## src/rtl/rl_ram_1r1w_arb.sv

```systemverilog
// Two-client arbiter in front of a 1R1W RAM: independent write and read arbitration
// with optional grant locking, plus read-response tracking for the shared read-data bus.
module rl_ram_1r1w_arb #(
  parameter int    ABITS  = 10,
  parameter int    DBITS  = 32,
  parameter string ARB    = "RR",
  localparam int   BEBITS = (DBITS + 7) / 8
) (
  input  logic                  clk_i,
  input  logic                  rst_ni,
  input  logic [1:0]            wreq_i,
  input  logic [1:0]            wlock_i,
  input  logic [2*ABITS-1:0]    waddr_i,
  input  logic [2*DBITS-1:0]    wdata_i,
  input  logic [2*BEBITS-1:0]   wbe_i,
  output logic [1:0]            wgnt_o,
  input  logic [1:0]            rreq_i,
  input  logic [1:0]            rlock_i,
  input  logic [2*ABITS-1:0]    raddr_i,
  output logic [1:0]            rgnt_o,
  output logic [1:0]            rvalid_o,
  output logic [DBITS-1:0]      rdata_o,
  output logic [ABITS-1:0]      mem_waddr_o,
  output logic [DBITS-1:0]      mem_din_o,
  output logic [BEBITS-1:0]     mem_be_o,
  output logic                  mem_we_o,
  output logic [ABITS-1:0]      mem_raddr_o,
  output logic                  mem_re_o,
  input  logic [DBITS-1:0]      mem_dout_i
);

  typedef enum logic [1:0] {
    UNLOCKED = 2'd0,
    LOCKED0  = 2'd1,
    LOCKED1  = 2'd2
  } lock_state_e;

  localparam bit ARB_FIXED = (ARB == "FIXED");

  // Side 0 is the write port, side 1 the read port; both run the same arbiter.
  logic [1:0][1:0] req_s;
  logic [1:0][1:0] lock_s;
  logic [1:0][1:0] gnt_s;
  logic [1:0]      rvalid_reg;

  assign req_s  = {rreq_i, wreq_i};
  assign lock_s = {rlock_i, wlock_i};

  generate
    for (genvar gi = 0; gi < 2; gi++) begin : g_side
      lock_state_e state_reg;
      logic        prio_reg;
      logic [1:0]  gnt;

      always_comb begin
        gnt = 2'b00;
        unique case (state_reg)
          UNLOCKED: begin
            if (req_s[gi] == 2'b11)
              gnt = (ARB_FIXED || !prio_reg) ? 2'b01 : 2'b10;
            else
              gnt = req_s[gi];
          end
          LOCKED0: gnt = {1'b0, req_s[gi][0]};
          LOCKED1: gnt = {req_s[gi][1], 1'b0};
          default: gnt = 2'b00;
        endcase
        if (!rst_ni)
          gnt = 2'b00;
      end

      assign gnt_s[gi] = gnt;

      always_ff @(posedge clk_i) begin
        if (!rst_ni) begin
          state_reg <= UNLOCKED;
          prio_reg  <= 1'b0;
        end else begin
          unique case (state_reg)
            UNLOCKED: begin
              if (gnt[0] && lock_s[gi][0])
                state_reg <= LOCKED0;
              else if (gnt[1] && lock_s[gi][1])
                state_reg <= LOCKED1;
              // Pointer moves to the loser of this grant.
              if (!ARB_FIXED && (gnt != 2'b00))
                prio_reg <= gnt[0];
            end
            LOCKED0: if (!lock_s[gi][0]) state_reg <= UNLOCKED;
            LOCKED1: if (!lock_s[gi][1]) state_reg <= UNLOCKED;
            default: state_reg <= UNLOCKED;
          endcase
        end
      end
    end
  endgenerate

  assign wgnt_o   = gnt_s[0];
  assign rgnt_o   = gnt_s[1];
  assign mem_we_o = |gnt_s[0];
  assign mem_re_o = |gnt_s[1];

  always_comb begin
    mem_waddr_o = '0;
    mem_din_o   = '0;
    mem_be_o    = '0;
    mem_raddr_o = '0;
    for (int k = 0; k < 2; k++) begin
      if (gnt_s[0][k]) begin
        mem_waddr_o = waddr_i[k*ABITS +: ABITS];
        mem_din_o   = wdata_i[k*DBITS +: DBITS];
        mem_be_o    = wbe_i[k*BEBITS +: BEBITS];
      end
      if (gnt_s[1][k])
        mem_raddr_o = raddr_i[k*ABITS +: ABITS];
    end
  end

  always_ff @(posedge clk_i) begin
    if (!rst_ni)
      rvalid_reg <= 2'b00;
    else
      rvalid_reg <= gnt_s[1];
  end

  // A response still in flight when reset arrives is dropped, not delivered.
  assign rvalid_o = rst_ni ? rvalid_reg : 2'b00;
  assign rdata_o  = (|rvalid_o) ? mem_dout_i : '0;

endmodule
```

## config.mk

```make
export PLATFORM = sky130hd
export DESIGN_NAME = rl_ram_1r1w_arb
export DESIGN_NICKNAME = d
export VERILOG_FILES = /design/src/rtl/rl_ram_1r1w_arb.sv
export SDC_FILE = /design/constraint.sdc
export NUM_CORES = 1
export LEC_CHECK = 0
export CAP_MARGIN = 40
export CORE_AREA = 2 2 98 100
export CTS_BUF_LIST = sky130_fd_sc_hd__clkbuf_4
export CTS_CLUSTER_SIZE = 8
export DETAILED_ROUTE_END_ITERATION = 12
export DIE_AREA = 0 0 100 102
export PLACE_DENSITY = 0.71
export SLEW_MARGIN = 20
export SYNTH_ARGS = -nofsm -noshare
export SYNTH_HDL_FRONTEND = slang
export SYNTH_SLANG_ARGS = --single-unit
```

## constraint.sdc

```tcl
create_clock -name clk_i -period 1.69 [get_ports clk_i]
set_input_delay 0.169 -clock clk_i [delete_from_list [all_inputs] [get_ports clk_i]]
set_output_delay 0.169 -clock clk_i [all_outputs]
set_load 0.02 [all_outputs]
```

## After elaboration in Yosys (flattened, before gate mapping)

Cells that the tools add are included.

| storage, ports and cells | value |
|---|---|
| register bits | 8 |
| input bits | 154 |
| output and inout bits | 96 |
| word-level logic and storage cells | 60 |

| cells by class | value |
|---|---|
| equality and inequality tests | 12 |
| multiplexer cells | 28 |
| reduce and logical (&&, ||, !) cells | 15 |

Operators with widths:

| operator | number |
|---|---|
| $mux W32 | 3 |
| $mux W10 | 4 |
| $mux W2 | 15 |
| $pmux W2 S3 | 4 |
| $eq A2 B2 Y1 const B | 4 |
| $mux W4 | 2 |
| $ne A2 B2 Y1 const B | 4 |
| $ne A3 B3 Y1 const B | 2 |
| $reduce_and A3 Y1 | 2 |
| $reduce_or A2 Y1 | 3 |
| $eq A2 B1 Y1 const B | 2 |
| $logic_and A1 B1 Y1 | 4 |
| $logic_not A2 Y1 | 2 |
| $reduce_and A2 Y1 | 2 |
| $reduce_bool A2 Y1 | 2 |

## Logic depth before layout (Yosys ltp)

| depth | value |
|---|---|
| depth after elaboration | 8 |
| gate-level depth with buffers | 5 |
| depth with buffers taken out | 3 |

## Worst setup path after synthesis

OpenSTA, ideal clock, no wires.

| path | value |
|---|---|
| kind | register -> output |
| start | register g_side[1].prio_reg |
| end | output mem_raddr_o[0] |
| arrival | 1.263 ns |
| data required time | 1.521 ns |
| slack | 0.258 ns |
| stages on the path, launching flop included | 5 |
| path buffers | 2 |
| path through | dfxtp_1 clkbuf_1 o311a_1 buf_2 a22o_1 |

| on the way | value |
|---|---|
| elaborated cells on any way between the ends | 6 |
| classes of those cells | 6 x mux |

RTL lines:

| element | line | text |
|---|---|---|
| start, declared | 52 | `logic prio_reg;` |
| start signal, assigned | 87 | `prio_reg <= gnt[0];` |
| $mux W2 | 60 | `gnt = (ARB_FIXED \|\| !prio_reg) ? 2'b01 : 2'b10;` |
| $mux W2 | 59 | `if (req_s[gi] == 2'b11)` |
| $pmux W2 S3 | 57 | `unique case (state_reg)` |
| $mux W2 | 68 | `if (!rst_ni)` |
| via rgnt_o[1] | 20 | `output logic [1:0] rgnt_o,` |
| $mux W10 | 114 | `if (gnt_s[1][k])` |
| end, declared | 27 | `output logic [ABITS-1:0] mem_raddr_o,` |

The timed path passes the listed nets, and every way through them passes these cells.

## Final worst setup path

| path | value |
|---|---|
| start | register g_side[0].prio_reg |
| end | output mem_din_o[11] |

| on the way | value |
|---|---|
| word-level cells in the longest chain between the ends | 6 |

Ends and longest elaborated chain:

| element | line | text |
|---|---|---|
| start, declared | 52 |  |
| start signal, assigned | 87 |  |
| $mux W2 (*) | 60 |  |
| $mux W2 (*) | 59 |  |
| $pmux W2 S3 (*) | 57 |  |
| $mux W2 (*) | 68 |  |
| $mux W32 | 109 | `if (gnt_s[0][k]) begin` |
| $mux W32 (*) | 109 |  |
| end, declared | 24 | `output logic [DBITS-1:0] mem_din_o,` |

Mark *: on every way between the ends. The rest lies on a longest branch, timed or not.

==> run summary <==
Max Cap Violations: 0
DR DRC count: 0
DR WL met2: 4.54 mm
Yosys top cell by area: a22o_1
Cell area after synthesis: 1200 sq um
Vias: 2308
Final ANT Viol Nets: 0
Finished Cell Area: 4040 sq um
Crit path largest cell delay: 0.43 ns
Synthesized netlist cell count: 153
Max Slew Vio Count: 0
Min Tclk post-route: 1.72 ns
Layout cell share with drive strength beyond 1: 0.260
Pin count of the biggest net entering global routing: 39
Peak Freq: 0.581 GHz
Area Growth Syn to Fin: 238%
Register area: 166 sq um
Post-synth top cells: a22o_1 (56), and2_1 (34), dfxtp_1 (8)
Synth Register Bits: 8
Hold crit path type: in -> reg
Synth Flop Type: dfxtp_1
First-pass GRT wire length: 11.2 mm
FFs w/ async S/R, synth: 0
WL final: 8.28 mm
Syn. warnings: 0
Cell Rows: 35
Syn_nets: 307
Post-synth EDFFs: 0
Layout fillers: 920
RSZ-0062 raised after global routing: yes
Top post-synthesis cells by area: a22o_1 (41%), and2_1 (18%), dfxtp_1 (13%)
Number of I/O pins: 250
Number of buffers and inverters on the critical path: 2
Most numerous cell in the Yosys netlist: a22o_1
Post-Syn Area per Cell: 7.82 sq um
Final worst slack: -0.0301 ns
Clk Latency, worst-skew pair: 0.26 ns
Setup Crit Path Kind: reg -> out
Sequential area share after synthesis: 0.134
H-tree depth: 1
Antenna violations before repair: 1
Slew @ Worst Pin: 0.255 ns
Max IR drop VDD: 0.000261 V
Overflow after GRT: 0
Total Routing Usage GR: 0.135
Worst setup SP type: flip-flop
Crit. End Element: primary output
Pwr dens: 376 nW/um^2
Clock root cell: clkbuf_4
Starting Density: 0.131
IO buf count: 249
Top cell type's share of synthesized area: 0.410
Met1 wire length: 2.88 mm
CP Data Required Time: 1.52 ns
TritonCTS Sinks: 8
Vias in the first global route: 2278
Uppermost routed layer: met4
Placer Congestion: 0.771
Critical Path Fanout Max: 10
Die H: 102 microns
TritonCTS clock tree: built
Final Setup Violations: 22
Cts bufs inserted: 3
Status: finished, violations left
Met3 WL post-DR: 732 microns
Normalized max-slew margin: 0.831
LEAKAGE: 0.00190 uW
Failing checks: setup timing
Critical path arrival: 1.55 ns
Layout Nets: 575
Final core occ: 0.443
Die Wd: 100 microns
Max FFs per register: 4
HPWL Detailed: 6.82 mm
Synth cell types: 23
Final hold violation count: 0
CP top delay family: compound AO/OA/AOI/OAI gates
Area of the multi-input gates: 965 sq um
Dpl cells: 520
CP Cell Sequence: o311a_4 > clkbuf_16 > a22o_1 > buf_6
Vias per cell: 4.35
Worst-path clk slew: 0.06 ns
Core Box Area: 9110 sq um
Final cycle utilization of the critical path: 1.02
Non-Filler Instances: 531
Final setup skew: 0.00211 ns
Die area: 10200 sq um
Max Buffers Root-to-Sink: 2
First DRT Iteration DRCs: 24
Initial DRT Pass Iterations: 4
Placed inst area: 3950 sq um
Wire per inst: 15.6 microns
CP max stage cell: o311a_4
timing repair:
| action | in CTS | in global routing |
|---|---|---|
| pin swaps | 2 | 3 |
| resized for setup | 316 | 67 |
| setup buffers | 2 | 1 |
| endpoints found under the setup margin | 96 | 51 |
| gates cloned | 0 | 5 |
| hold buffers | 0 | 0 |
through the flow:
step                      worst slack (ns)  power, uW  hold slack (ns)  setup TNS, ns
after floorplan                      0.258        640            0.295              0
after global placement              -0.617       1350            0.499         -49.11
after detailed placement            -0.632       1360            0.521         -51.77
after CTS                          -0.0829       1430            0.415         -0.195
after global routing               -0.0910       1610            0.421          -2.93
final                              -0.0301       1520            0.381         -0.117
cells by family after synthesis:
kind of cell | synth area share
compound gates | 0.489
buf+inv | 0.0952
flops | 0.134
simple gates | 0.282
per-layer routing:
layer | GRT usage | up-vias
li1 | - | 1117
met1 | 0.143 | 1057
met2 | 0.268 | 124
met3 | 0.0356 | 10
met4 | 0.0306 | 0
met5 | 0 | -
report_power, final:
part           switching (uW)  leakage [uW]  internal [uW]
registers                8.86     0.0000679            203
clock network            70.4     0.0000138           81.6
logic                     462       0.00182            693
total                     541       0.00190            978
final timing paths:
path                                from                endpoint  slack (ns)  depth (start not counted)
setup / recovery      g_side[0].prio_reg           mem_din_o[11]       -0.03                          4
hold / removal                 rreq_i[1]  g_side[1].state_reg[1]        0.38                          4
setup reg to reg  g_side[1].state_reg[0]      g_side[1].prio_reg        0.51                          6
hold reg to reg   g_side[1].state_reg[0]  g_side[1].state_reg[1]        0.51                          2
worst min-delay path: stages:
cell	delay (ns)
dlymetal6s2s_1	0.13
buf_4	0.13
a21oi_1	0.12
nor3_1	0.06
placed cells by master (no fill, tap or decap), types with 2 or more instances in the layout:
| master | count |
|---|---|
| clkbuf_16 | 3 |
| buf_4 | 24 |
| a21oi_1 | 5 |
| buf_2 | 20 |
| buf_12 | 3 |
| dfxtp_1 | 3 |
| dfxtp_2 | 5 |
| nand3b_1 | 4 |
| inv_1 | 3 |
| clkdlybuf4s50_1 | 150 |
| o311a_4 | 2 |
| buf_6 | 41 |
| clkbuf_4 | 3 |
| dlygate4sd2_1 | 33 |
| and2_1 | 34 |
| clkdlybuf4s15_1 | 3 |
| nand2_1 | 6 |
| clkdlybuf4s15_2 | 2 |
| a22o_1 | 56 |
| nand2b_1 | 2 |
| nor3_1 | 5 |
cell type report:
class                   count  share of cell area
diodes                      1            0.000620
clock buffers               3             0.00558
inverters                   3             0.00279
multi-input cells         125               0.239
flip-flops and latches      8              0.0412
well taps                 111              0.0344
repair buffers            280               0.677
Note: power is estimated with default switching activity, not from simulation.
